### src/rtl/spi_xip_pkg.sv
// Shared constants and types for the APB-to-Wishbone XIP front end of spi_top.
package spi_xip_pkg;

  // Sequencer states (plain constants so the encoding stays fixed across tools).
  typedef logic [3:0] state_t;
  localparam state_t ST_IDLE    = 4'd0;
  localparam state_t ST_PASS    = 4'd1;
  localparam state_t ST_ERR     = 4'd2;
  localparam state_t ST_W_DIV   = 4'd3;
  localparam state_t ST_W_SS    = 4'd4;
  localparam state_t ST_W_TX1   = 4'd5;
  localparam state_t ST_W_TX0   = 4'd6;
  localparam state_t ST_W_GO    = 4'd7;
  localparam state_t ST_POLL    = 4'd8;
  localparam state_t ST_R_RX    = 4'd9;
  localparam state_t ST_W_SSOFF = 4'd10;
  localparam state_t ST_RESP    = 4'd11;

  // spi_top register offsets.
  localparam logic [4:0] REG_RX0  = 5'h00;
  localparam logic [4:0] REG_TX0  = 5'h00;
  localparam logic [4:0] REG_TX1  = 5'h04;
  localparam logic [4:0] REG_CTRL = 5'h10;
  localparam logic [4:0] REG_DIV  = 5'h14;
  localparam logic [4:0] REG_SS   = 5'h18;

  localparam int          CTRL_GO_BIT    = 8;
  // CHAR_LEN 64, GO (bit 8), ASS (bit 13).
  localparam logic [31:0] XIP_CTRL       = 32'h0000_2140;
  localparam logic [7:0]  FLASH_READ_CMD = 8'h03;

  // One Wishbone sub-access request.
  typedef struct packed {
    logic [4:0]  adr;
    logic [31:0] dat;
    logic        we;
    logic [3:0]  sel;
  } wb_req_t;

  // The flash shifts its first byte into the MSB of RX0; return it in byte lane 0.
  function automatic logic [31:0] byte_swap(input logic [31:0] d);
    return {d[7:0], d[15:8], d[23:16], d[31:24]};
  endfunction

endpackage

### src/rtl/spi_xip_wb_req.sv
// Single Wishbone request holder: launches one access on start_i, holds it until ack,
// then drops every output to zero for at least one cycle.
module spi_xip_wb_req
  import spi_xip_pkg::*;
(
  input  logic        clock,
  input  logic        reset,
  input  logic        start_i,
  input  logic [4:0]  req_adr_i,
  input  logic [31:0] req_dat_i,
  input  logic        req_we_i,
  input  logic [3:0]  req_sel_i,
  output logic        busy_o,
  output logic        done_o,
  output logic        err_o,
  output logic [31:0] rdata_o,
  output logic [4:0]  wb_adr_o,
  output logic [31:0] wb_dat_o,
  input  logic [31:0] wb_dat_i,
  output logic [3:0]  wb_sel_o,
  output logic        wb_we_o,
  output logic        wb_stb_o,
  output logic        wb_cyc_o,
  input  logic        wb_ack_i,
  input  logic        wb_err_i
);

  wb_req_t req_q;
  logic    stb_q;

  // Hold the request from launch until the ack cycle, then clear it.
  always_ff @(posedge clock) begin
    // NOTE: sequential state is written with <= so every register samples pre-edge values.
    if (!reset) begin
      req_q <= '0;
      stb_q <= 1'b0;
    end else if (stb_q && wb_ack_i) begin
      req_q <= '0;
      stb_q <= 1'b0;
    end else if (start_i && !stb_q) begin
      req_q <= '{adr: req_adr_i, dat: req_dat_i, we: req_we_i, sel: req_sel_i};
      stb_q <= 1'b1;
    end
  end

  assign wb_adr_o = req_q.adr;
  assign wb_dat_o = req_q.dat;
  assign wb_we_o  = req_q.we;
  assign wb_sel_o = req_q.sel;
  assign wb_stb_o = stb_q;
  assign wb_cyc_o = stb_q;

  assign busy_o  = stb_q;
  assign done_o  = stb_q & wb_ack_i;
  assign err_o   = wb_err_i;
  assign rdata_o = wb_dat_i;

endmodule

### src/rtl/spi_xip_seq.sv
// APB front end for spi_top: SPI-window accesses pass through as one Wishbone access,
// flash-window reads run a fixed cmd 0x03 + addr + 32-bit XIP read on the SPI master.
module spi_xip_seq
  import spi_xip_pkg::*;
#(
  parameter logic [31:0] FLASH_BASE = 32'h3000_0000,
  parameter logic [31:0] FLASH_END  = 32'h3fff_ffff,
  parameter logic [31:0] SPI_BASE   = 32'h1000_1000,
  parameter logic [31:0] SPI_END    = 32'h1000_1fff,
  parameter logic [31:0] XIP_DIV    = 32'h0000_0001,
  parameter logic [7:0]  XIP_SS     = 8'h01,
  parameter int          POLL_MAX   = 1023
) (
  input  logic        clock,
  input  logic        reset,
  input  logic [31:0] in_paddr,
  input  logic        in_psel,
  input  logic        in_penable,
  input  logic        in_pwrite,
  input  logic [31:0] in_pwdata,
  input  logic [3:0]  in_pstrb,
  output logic        in_pready,
  output logic [31:0] in_prdata,
  output logic        in_pslverr,
  output logic [4:0]  wb_adr_o,
  output logic [31:0] wb_dat_o,
  input  logic [31:0] wb_dat_i,
  output logic [3:0]  wb_sel_o,
  output logic        wb_we_o,
  output logic        wb_stb_o,
  output logic        wb_cyc_o,
  input  logic        wb_ack_i,
  input  logic        wb_err_i
);

  localparam int                CNT_W     = $clog2(POLL_MAX + 1);
  localparam logic [CNT_W-1:0]  POLL_LAST = CNT_W'(POLL_MAX - 1);

  state_t            state_q, state_d;
  logic [23:0]       addr_q, addr_d;
  logic [31:0]       wdata_q, wdata_d;
  logic [3:0]        strb_q, strb_d;
  logic              write_q, write_d;
  logic [CNT_W-1:0]  poll_cnt_q, poll_cnt_d;
  logic              err_q, err_d;
  logic [31:0]       data_q, data_d;
  logic              pready_q, pready_d;
  logic [31:0]       prdata_q, prdata_d;
  logic              pslverr_q, pslverr_d;

  wb_req_t     req;
  logic        req_active;
  logic        req_busy, req_done, req_err;
  logic [31:0] req_rdata;

  logic in_flash, in_spi, accept;
  assign in_flash = (in_paddr >= FLASH_BASE) && (in_paddr <= FLASH_END);
  assign in_spi   = (in_paddr >= SPI_BASE) && (in_paddr <= SPI_END);
  assign accept   = in_psel && !in_penable;

  // Sequencer next state: pick the sub-access for this state and advance on its ack.
  always_comb begin
    // NOTE: every signal gets a default first so no path can infer a latch.
    state_d    = state_q;
    addr_d     = addr_q;
    wdata_d    = wdata_q;
    strb_d     = strb_q;
    write_d    = write_q;
    poll_cnt_d = poll_cnt_q;
    err_d      = err_q;
    data_d     = data_q;
    pready_d   = 1'b0;
    prdata_d   = '0;
    pslverr_d  = 1'b0;
    req        = '0;
    req_active = 1'b0;

    case (state_q)
      ST_IDLE: begin
        if (accept) begin
          addr_d     = in_paddr[23:0];
          wdata_d    = in_pwdata;
          strb_d     = in_pstrb;
          write_d    = in_pwrite;
          poll_cnt_d = '0;
          err_d      = 1'b0;
          data_d     = '0;
          if (in_spi)                     state_d = ST_PASS;
          else if (in_flash && !in_pwrite) state_d = ST_W_DIV;
          else                            state_d = ST_ERR;
        end
      end
      ST_PASS: begin
        req_active = 1'b1;
        req        = '{adr: addr_q[4:0], dat: wdata_q, we: write_q, sel: strb_q};
        if (req_done) begin
          state_d   = ST_RESP;
          pready_d  = 1'b1;
          prdata_d  = req_rdata;
          pslverr_d = req_err;
        end
      end
      ST_ERR: begin
        state_d   = ST_RESP;
        pready_d  = 1'b1;
        pslverr_d = 1'b1;
      end
      ST_W_DIV: begin
        req_active = 1'b1;
        req        = '{adr: REG_DIV, dat: XIP_DIV, we: 1'b1, sel: 4'hf};
        if (req_done) begin
          err_d   = req_err;
          state_d = req_err ? ST_W_SSOFF : ST_W_SS;
        end
      end
      ST_W_SS: begin
        req_active = 1'b1;
        req        = '{adr: REG_SS, dat: {24'h0, XIP_SS}, we: 1'b1, sel: 4'hf};
        if (req_done) begin
          err_d   = req_err;
          state_d = req_err ? ST_W_SSOFF : ST_W_TX1;
        end
      end
      ST_W_TX1: begin
        req_active = 1'b1;
        req        = '{adr: REG_TX1, dat: {FLASH_READ_CMD, addr_q[23:2], 2'b00}, we: 1'b1, sel: 4'hf};
        if (req_done) begin
          err_d   = req_err;
          state_d = req_err ? ST_W_SSOFF : ST_W_TX0;
        end
      end
      ST_W_TX0: begin
        req_active = 1'b1;
        req        = '{adr: REG_TX0, dat: 32'h0, we: 1'b1, sel: 4'hf};
        if (req_done) begin
          err_d   = req_err;
          state_d = req_err ? ST_W_SSOFF : ST_W_GO;
        end
      end
      ST_W_GO: begin
        req_active = 1'b1;
        req        = '{adr: REG_CTRL, dat: XIP_CTRL, we: 1'b1, sel: 4'hf};
        if (req_done) begin
          err_d   = req_err;
          state_d = req_err ? ST_W_SSOFF : ST_POLL;
        end
      end
      ST_POLL: begin
        req_active = 1'b1;
        req        = '{adr: REG_CTRL, dat: 32'h0, we: 1'b0, sel: 4'hf};
        if (req_done) begin
          if (req_err) begin
            err_d   = 1'b1;
            state_d = ST_W_SSOFF;
          end else if (!req_rdata[CTRL_GO_BIT]) begin
            state_d = ST_R_RX;
          end else if (poll_cnt_q == POLL_LAST) begin
            // Transfer never finished: give up, but still release the flash.
            err_d   = 1'b1;
            state_d = ST_W_SSOFF;
          end else begin
            poll_cnt_d = poll_cnt_q + 1'b1;
          end
        end
      end
      ST_R_RX: begin
        req_active = 1'b1;
        req        = '{adr: REG_RX0, dat: 32'h0, we: 1'b0, sel: 4'hf};
        if (req_done) begin
          data_d  = byte_swap(req_rdata);
          err_d   = req_err;
          state_d = ST_W_SSOFF;
        end
      end
      ST_W_SSOFF: begin
        req_active = 1'b1;
        req        = '{adr: REG_SS, dat: 32'h0, we: 1'b1, sel: 4'hf};
        if (req_done) begin
          state_d   = ST_RESP;
          pready_d  = 1'b1;
          pslverr_d = err_q | req_err;
          prdata_d  = (err_q | req_err) ? 32'h0 : data_q;
        end
      end
      ST_RESP: state_d = ST_IDLE;
      default: state_d = ST_IDLE;
    endcase
  end

  // Sequencer and APB response registers.
  always_ff @(posedge clock) begin
    if (!reset) begin
      state_q    <= ST_IDLE;
      addr_q     <= '0;
      wdata_q    <= '0;
      strb_q     <= '0;
      write_q    <= 1'b0;
      poll_cnt_q <= '0;
      err_q      <= 1'b0;
      data_q     <= '0;
      pready_q   <= 1'b0;
      prdata_q   <= '0;
      pslverr_q  <= 1'b0;
    end else begin
      state_q    <= state_d;
      addr_q     <= addr_d;
      wdata_q    <= wdata_d;
      strb_q     <= strb_d;
      write_q    <= write_d;
      poll_cnt_q <= poll_cnt_d;
      err_q      <= err_d;
      data_q     <= data_d;
      pready_q   <= pready_d;
      prdata_q   <= prdata_d;
      pslverr_q  <= pslverr_d;
    end
  end

  assign in_pready  = pready_q;
  assign in_prdata  = prdata_q;
  assign in_pslverr = pslverr_q;

  spi_xip_wb_req u_wb_req (
    .clock     (clock),
    .reset     (reset),
    .start_i   (req_active && !req_busy),
    .req_adr_i (req.adr),
    .req_dat_i (req.dat),
    .req_we_i  (req.we),
    .req_sel_i (req.sel),
    .busy_o    (req_busy),
    .done_o    (req_done),
    .err_o     (req_err),
    .rdata_o   (req_rdata),
    .wb_adr_o  (wb_adr_o),
    .wb_dat_o  (wb_dat_o),
    .wb_dat_i  (wb_dat_i),
    .wb_sel_o  (wb_sel_o),
    .wb_we_o   (wb_we_o),
    .wb_stb_o  (wb_stb_o),
    .wb_cyc_o  (wb_cyc_o),
    .wb_ack_i  (wb_ack_i),
    .wb_err_i  (wb_err_i)
  );

endmodule
### config.mk
export PLATFORM = sky130hd
export DESIGN_NAME = spi_xip_seq
export DESIGN_NICKNAME = d
export VERILOG_FILES = /design/src/rtl/spi_xip_pkg.sv /design/src/rtl/spi_xip_wb_req.sv /design/src/rtl/spi_xip_seq.sv
export SDC_FILE = /design/constraint.sdc
export NUM_CORES = 1
export LEC_CHECK = 0
export CELL_PAD_IN_SITES_DETAIL_PLACEMENT = 0
export CELL_PAD_IN_SITES_GLOBAL_PLACEMENT = 1
export CORE_UTILIZATION = 43
export DETAILED_ROUTE_END_ITERATION = 7
export DONT_BUFFER_PORTS = 1
export GPL_ROUTABILITY_DRIVEN = 0
export HOLD_SLACK_MARGIN = 0.02
export PLACE_DENSITY = 0.83
export SLEW_MARGIN = 20
export SYNTH_ARGS = -nofsm -noshare
export SYNTH_HDL_FRONTEND = slang
export SYNTH_SLANG_ARGS = --single-unit
### constraint.sdc
create_clock -name clock -period 2.6 [get_ports clock]
set_clock_uncertainty 0.2 [all_clocks]
set_input_delay 0 -clock clock [delete_from_list [all_inputs] [get_ports clock]]
set_output_delay 0 -clock clock [all_outputs]
set_load 0.05 [all_outputs]
Word-level counts from Yosys, hierarchy flattened
Index checks and enable logic that the tools add are counted.

operators by class
  bitwise operators = 3
  $add $sub $neg = 1
  equality and inequality tests = 27
  $lt $le $gt $ge = 4
  reductions and logical operators = 23
  mux-type cells = 47

operators with widths
  kind                                                                                    count
  42-bit case mux with 9 select lines                                                     1
  32-bit two-way mux                                                                      5
  32-bit case mux with 2 select lines                                                     2
  4-bit two-way mux                                                                       16
  10-bit two-way mux                                                                      5
  4-bit case mux with 10 select lines                                                     1
  32-bit by 29-bit greater-or-equal comparator with 1-bit output (second input constant)  1
  32-bit by 30-bit greater-or-equal comparator with 1-bit output (second input constant)  1
  32-bit by 29-bit less-or-equal comparator with 1-bit output (second input constant)     1
  32-bit by 30-bit less-or-equal comparator with 1-bit output (second input constant)     1
  2-bit != test (second input constant)                                                   11
  10-bit case mux with 2 select lines                                                     1
  4-bit by 3-bit equality test with 1-bit output (second input constant)                  4
  4-bit equality test (second input constant)                                             3
  6-bit AND reduction                                                                     2
  1-bit two-way mux                                                                       11
  10-bit by 1-bit adder with 10-bit output (second input constant)                        1
  10-bit equality test (second input constant)                                            1
  10-bit AND reduction                                                                    1
  9-bit OR reduction                                                                      1
  4-bit by 2-bit equality test with 1-bit output (second input constant)                  2
  1-bit logical AND                                                                       7
  3-bit != test (second input constant)                                                   2
  1-bit case mux with 3 select lines                                                      2
  16 further kinds                                                                        22

word-level totals
  logic and storage cells = 121
  input port bits = 107
  flip-flop bits (word level) = 185

Depth between registers and ports, before layout
  depth in word-level cells = 7
  depth in mapped cells = 8

Modules after synthesis
A second synthesis with hierarchy kept.

second synthesis, totals
  cells, all modules = 1026
  area total of the unflattened synthesis = 8659.6 um2

modules (own cells, without submodules)
  module          cells an instance  area each (um2)  instances
  spi_xip_seq     754                6150.9           1
  spi_xip_wb_req  272                2508.7           1

Worst setup path after synthesis
No wires, ideal clock.

  kind = register to register
  start point = register u_wb_req.stb_q, in the netlist u_wb_req.busy_o
  end point = register poll_cnt_q[6]
  slack = 0.305 ns
  data arrival time = 2.024 ns
  required time = 2.329 ns
  path buffers = 1
  stages on the path, launching flop included = 7
  setup time = 0.071 ns
  path through = dfxtp_1 > clkbuf_1 > nand2_1 > a21boi_0 > a21oi_2 > or4_1 > a21oi_1

on the way
  cells in the longest elaborated chain, start to end = 3

ends and longest elaborated chain
  element                        line                  source
  start: declaration             spi_xip_wb_req.sv:29  logic stb_q;
  start signal: assignment       spi_xip_wb_req.sv:36  stb_q <= 1'b0;
  start signal: assignment       spi_xip_wb_req.sv:39  stb_q <= 1'b0;
  start signal: assignment       spi_xip_wb_req.sv:42  stb_q <= 1'b1;
  1-bit AND                      spi_xip_wb_req.sv:54  assign done_o = stb_q & wb_ack_i;
  2-bit != test (no line)        n/a
  6-bit AND reduction (no line)  n/a
  end signal: assignment         spi_xip_seq.sv:210    poll_cnt_q <= poll_cnt_d;
  end: declaration               spi_xip_seq.sv:44     logic [CNT_W-1:0] poll_cnt_q, poll_cnt_d;

Every way passes these cells.
A chain may end at the register's enable or synchronous reset.

Worst setup path after layout
  start point = register state_q[2]
  end point = register data_q[20]

on the way
  cells in the longest elaborated chain, start to end = 3
  elaborated cells on any way between the ends = 7
  those cells by class = 3 x eq/ne; 1 x mux; 3 x reduce/logical

ends and longest elaborated chain
  element                                                               line                source
  start: declaration                                                    spi_xip_seq.sv:39   state_t state_q, state_d;
  start signal: assignment                                              spi_xip_seq.sv:205  state_q <= state_d;
  4-bit equality test / 4-bit logical NOT (equally long branches)       spi_xip_seq.sv:78   case (state_q)
  2-bit != test (no line) / 2-bit nonzero test (equally long branches)  n/a
  3-bit AND reduction (no line)                                         n/a
  end signal: assignment                                                spi_xip_seq.sv:212  data_q <= data_d;
  end: declaration                                                      spi_xip_seq.sv:46   logic [31:0] data_q, data_d;

Parallel ways exist; a longest one is shown, timed or not.

==> impl_results.md <==
- Run status: finished, final reports clean
- Sequential share of power: 45.0%
- CTS tree: built
- Antenna violation net count after detailed routing: 0
- Tot GR Track Use: 23.5%
- Starting Density: 44.6%
- GRT overflow: 0
- Pwr Total: 9.90 mW
- Flop2flop setup slack: 0.09 ns
- Die area: 0.0179 mm2
- CP max FO: 12
- Synth area leaders: dfxtp_1 50%, a21boi_0 9.5%, nand2_1 8.8%
- Comb power frac: 26.0%
- Fin cells: 1199
- Bufs on Longest Clock Path: 2
- Final WS setup: 0.0945 ns
- First-pass GRT wire length: 33400 um
- Routed wire per std cell: 17.3 um
- Clock network fraction of design power: 29.0%
- Average via count per standard cell: 5.56
- Die W: 134 um
- Initial antenna violation count: 0
- Via count: 6663
- Total CTS buffers: 17
- Clk slew on worst S/H paths: 0.07 ns
- Critical-path cell list: or4_4, nor2_8, a21o_1, buf_4, nand3_1, a21boi_1, dlygate4sd3_1
- Net Sw Power: 3.90 mW
- Sw frac: 39.4%
- Worst flop-to-flop path endpoint: data_q[20]
- EDFF count, synth: 0
- Slowest cell delay on critical path: 0.59 ns
- Unique masters post-synth: 51
- Cell taking the most area after synthesis: dfxtp_1
- Clk_lat worst skew: 0.43 ns
- Area share of the largest cell type after synthesis: 49.6%
- Syn_area_per_cell: 8.46 um2
- Post-synthesis sequential area ratio: 49.6%
- Crit Path Class: register to register
- Top FF cell, synth: dfxtp_1
- Post-Route WL: 20700 um
- Setup_tns: 0 ns
- Worst hold stages: 5
- Nets: 1075
- Hold Crit Endpoint: state_q[1]
- Wl on met1: 9070 um
- Post-detail-place hpwl: 12800 um
- Async set or reset register ratio after synthesis: 0%
- Max VDD drop: 0.538 mV
- Commonest cells in the netlist: 185 x dfxtp_1, 176 x nand2_1, 95 x a21boi_0
- CP Buf/Inv Count: 2
- RSZ-0062 raised after global routing: no
- Residual DRC: 0
- Top routing layer in use: met4
- Pin count of the biggest net entering global routing: 103
- Final Critical Period: 2.51 ns
- H-tree Lvls: 4
- Reg2reg start: state_q[2]
- Relative slew margins: 43.3%
- Root buffer cell: clkbuf_16
- Reg2Reg Depth: 7
- Yosys warnings: 0
- Vias in the first global route: 6414
- Power Density: 1040 mW/mm2
- CP max stage cell: dlygate4sd3_1
- Final setup violation count: 0
- Met2 Wirelength: 9710 um
- Chip Height: 134 um
- Max Fclk: 399 MHz
- Clock Sinks: 185
- Crit end category: register
- Synth Instances: 883
- Routed met3 length: 1580 um
- Count leader, synth: dfxtp_1
- Max_cap viols: 0
- Power Internal: 6.00 mW
- Share of layout cells above drive strength 1: 8.17%
- CP arrival: 2.67 ns
- Leak pwr: 3.27 nW
- DRT iter0 DRCs: 421
- Critical Path RT: 2.76 ns
- Worst min path class: input pin to register
- Final hold viol count: 0
- Worst slew pin tran: 0.839 ns
- Fin crit share: 96.4%
- Worst slack, placed: 0.379 ns
- Port Buffers: 0
- Top Family by Delay on Critical Path: simple AND/OR/NAND/NOR gates
- Standard-cell rows: 47
- Core ar.: 0.0168 mm2
- Drt first pass iters: 4
- N_diodes: 0
- Crit start category: register
- # IOs: 185
- Pins Over Slew Limit: 0
- Area delta synth->final: 27.9%
- Hold slack: 0.0638 ns
- Inst Count DP: 1052
- FF+latch count, synth: 185
- Worst hold start: in_paddr[20]
- Syn nets: 992
- Syn Std Cell Area: 0.00747 mm2
layer usage:
metal  up-vias  global-route usage, %
met3        21                   6.73
met1      3178                   30.6
met4         0                   7.83
met5         -                      0
met2       229                   37.3
li1       3235                      -
power by group through the flow:
stage	logic (mW)	registers [mW]	clock network [mW]
2_1_floorplan	1.74	4.42	0
3_3_place_gp	2.29	4.52	0
3_5_place_dp	2.33	4.52	0
4_1_cts	2.54	4.46	2.91
5_1_grt	2.85	4.51	3.05
6_report	2.58	4.46	2.87
worst max path at each step:
stage	start	endpoint	slack (ns)	depth (start not counted)
2_1_floorplan	u_wb_req.busy_o	poll_cnt_q[6]	0.31	6
3_3_place_gp	poll_cnt_q[1]	poll_cnt_q[0]	0.40	6
3_5_place_dp	state_q[2]	poll_cnt_q[8]	0.38	5
4_1_cts	state_q[2]	data_q[20]	0.01	7
5_1_grt	state_q[0]	in_prdata[25]	0.003	7
6_report	state_q[2]	data_q[20]	0.09	7
layout by cell type, fill, tap and decap left out, types with 3 or more instances in the layout:
cell / netlist / layout
nand2_1: 176 / 176
nand2b_1: 8 / 7
nor2b_1: 5 / 3
nand3_1: 44 / 44
nand4_1: 4 / 4
nor3_1: 33 / 32
buf_4: 1 / 22
nor4_1: 4 / 4
or2_2: 3 / 3
a22oi_1: 34 / 34
a21boi_0: 95 / 94
and2_1: 3 / 3
inv_6: 0 / 3
o21ai_0: 16 / 16
a221oi_1: 22 / 22
clkbuf_16: 0 / 17
buf_12: 0 / 5
inv_1: 8 / 8
mux2i_1: 3 / 3
nor2_1: 77 / 76
xnor2_1: 4 / 4
a21o_1: 4 / 4
or4_1: 5 / 5
a211oi_1: 4 / 4
o31ai_1: 4 / 4
bufinv_16: 0 / 5
or3_1: 3 / 3
o221a_2: 4 / 4
a21oi_1: 26 / 25
dfxtp_1: 185 / 184
and3_1: 3 / 3
dlygate4sd3_1: 0 / 111
logic make-up (layout without fill, tap and decap cells):
kind of cell	count (synthesis)	in the layout	share of synthesized area, %
flops	185	185	49.6
fa+ha+maj	2	2	0.335
compound gates	224	224	21.9
mux	3	3	0.402
xor+xnor	4	4	0.469
simple gates	381	381	23.0
buf+inv	84	180	4.40
sequential cells by signal, indices dropped and copies added, names as in the netlist, 4 cells and up:
signal / count
u_wb_req.wb_sel_o: 4
u_wb_req.wb_dat_o: 32
data_q: 32
addr_q: 24
poll_cnt_q: 10
wdata_q: 32
strb_q: 4
u_wb_req.wb_adr_o: 5
in_prdata: 32
state_q: 4
repair_timing:
action                                  in CTS  in global routing
endpoints found under the hold margin      161                  0
gates resized for setup                      0                  4
endpoints found under the setup margin       0                  4
buffers inserted                             0                  3
hold buffers                               112                  0
worst reg2reg max path: cells and delay by family, from the launching register on:
family / cells / cell delay [ns]
buffers and inverters: 2 / 0.77
and+or+nand+nor: 3 / 0.80
DFF: 1 / 0.37
AOI/OAI and AO/OA: 2 / 0.30
layout make-up:
class	count	area (um2)
fillers	1482	7200
flip-flops and latches	185	3700
multi-input cells	614	3480
repair buffers	140	1420
clock buffers	20	447
well taps	220	275
clock inverters	12	209
inverters	8	30.0
metrics by stage:
step                      util (%)  cell area (um2)
after floorplan                  -             7470
after CTS                     56.8             9530
after global routing          57.0             9560
final                         57.0             9560
after detailed placement      46.1             7730
after global placement        46.1             7730
(Power assumes the default switching activity.)
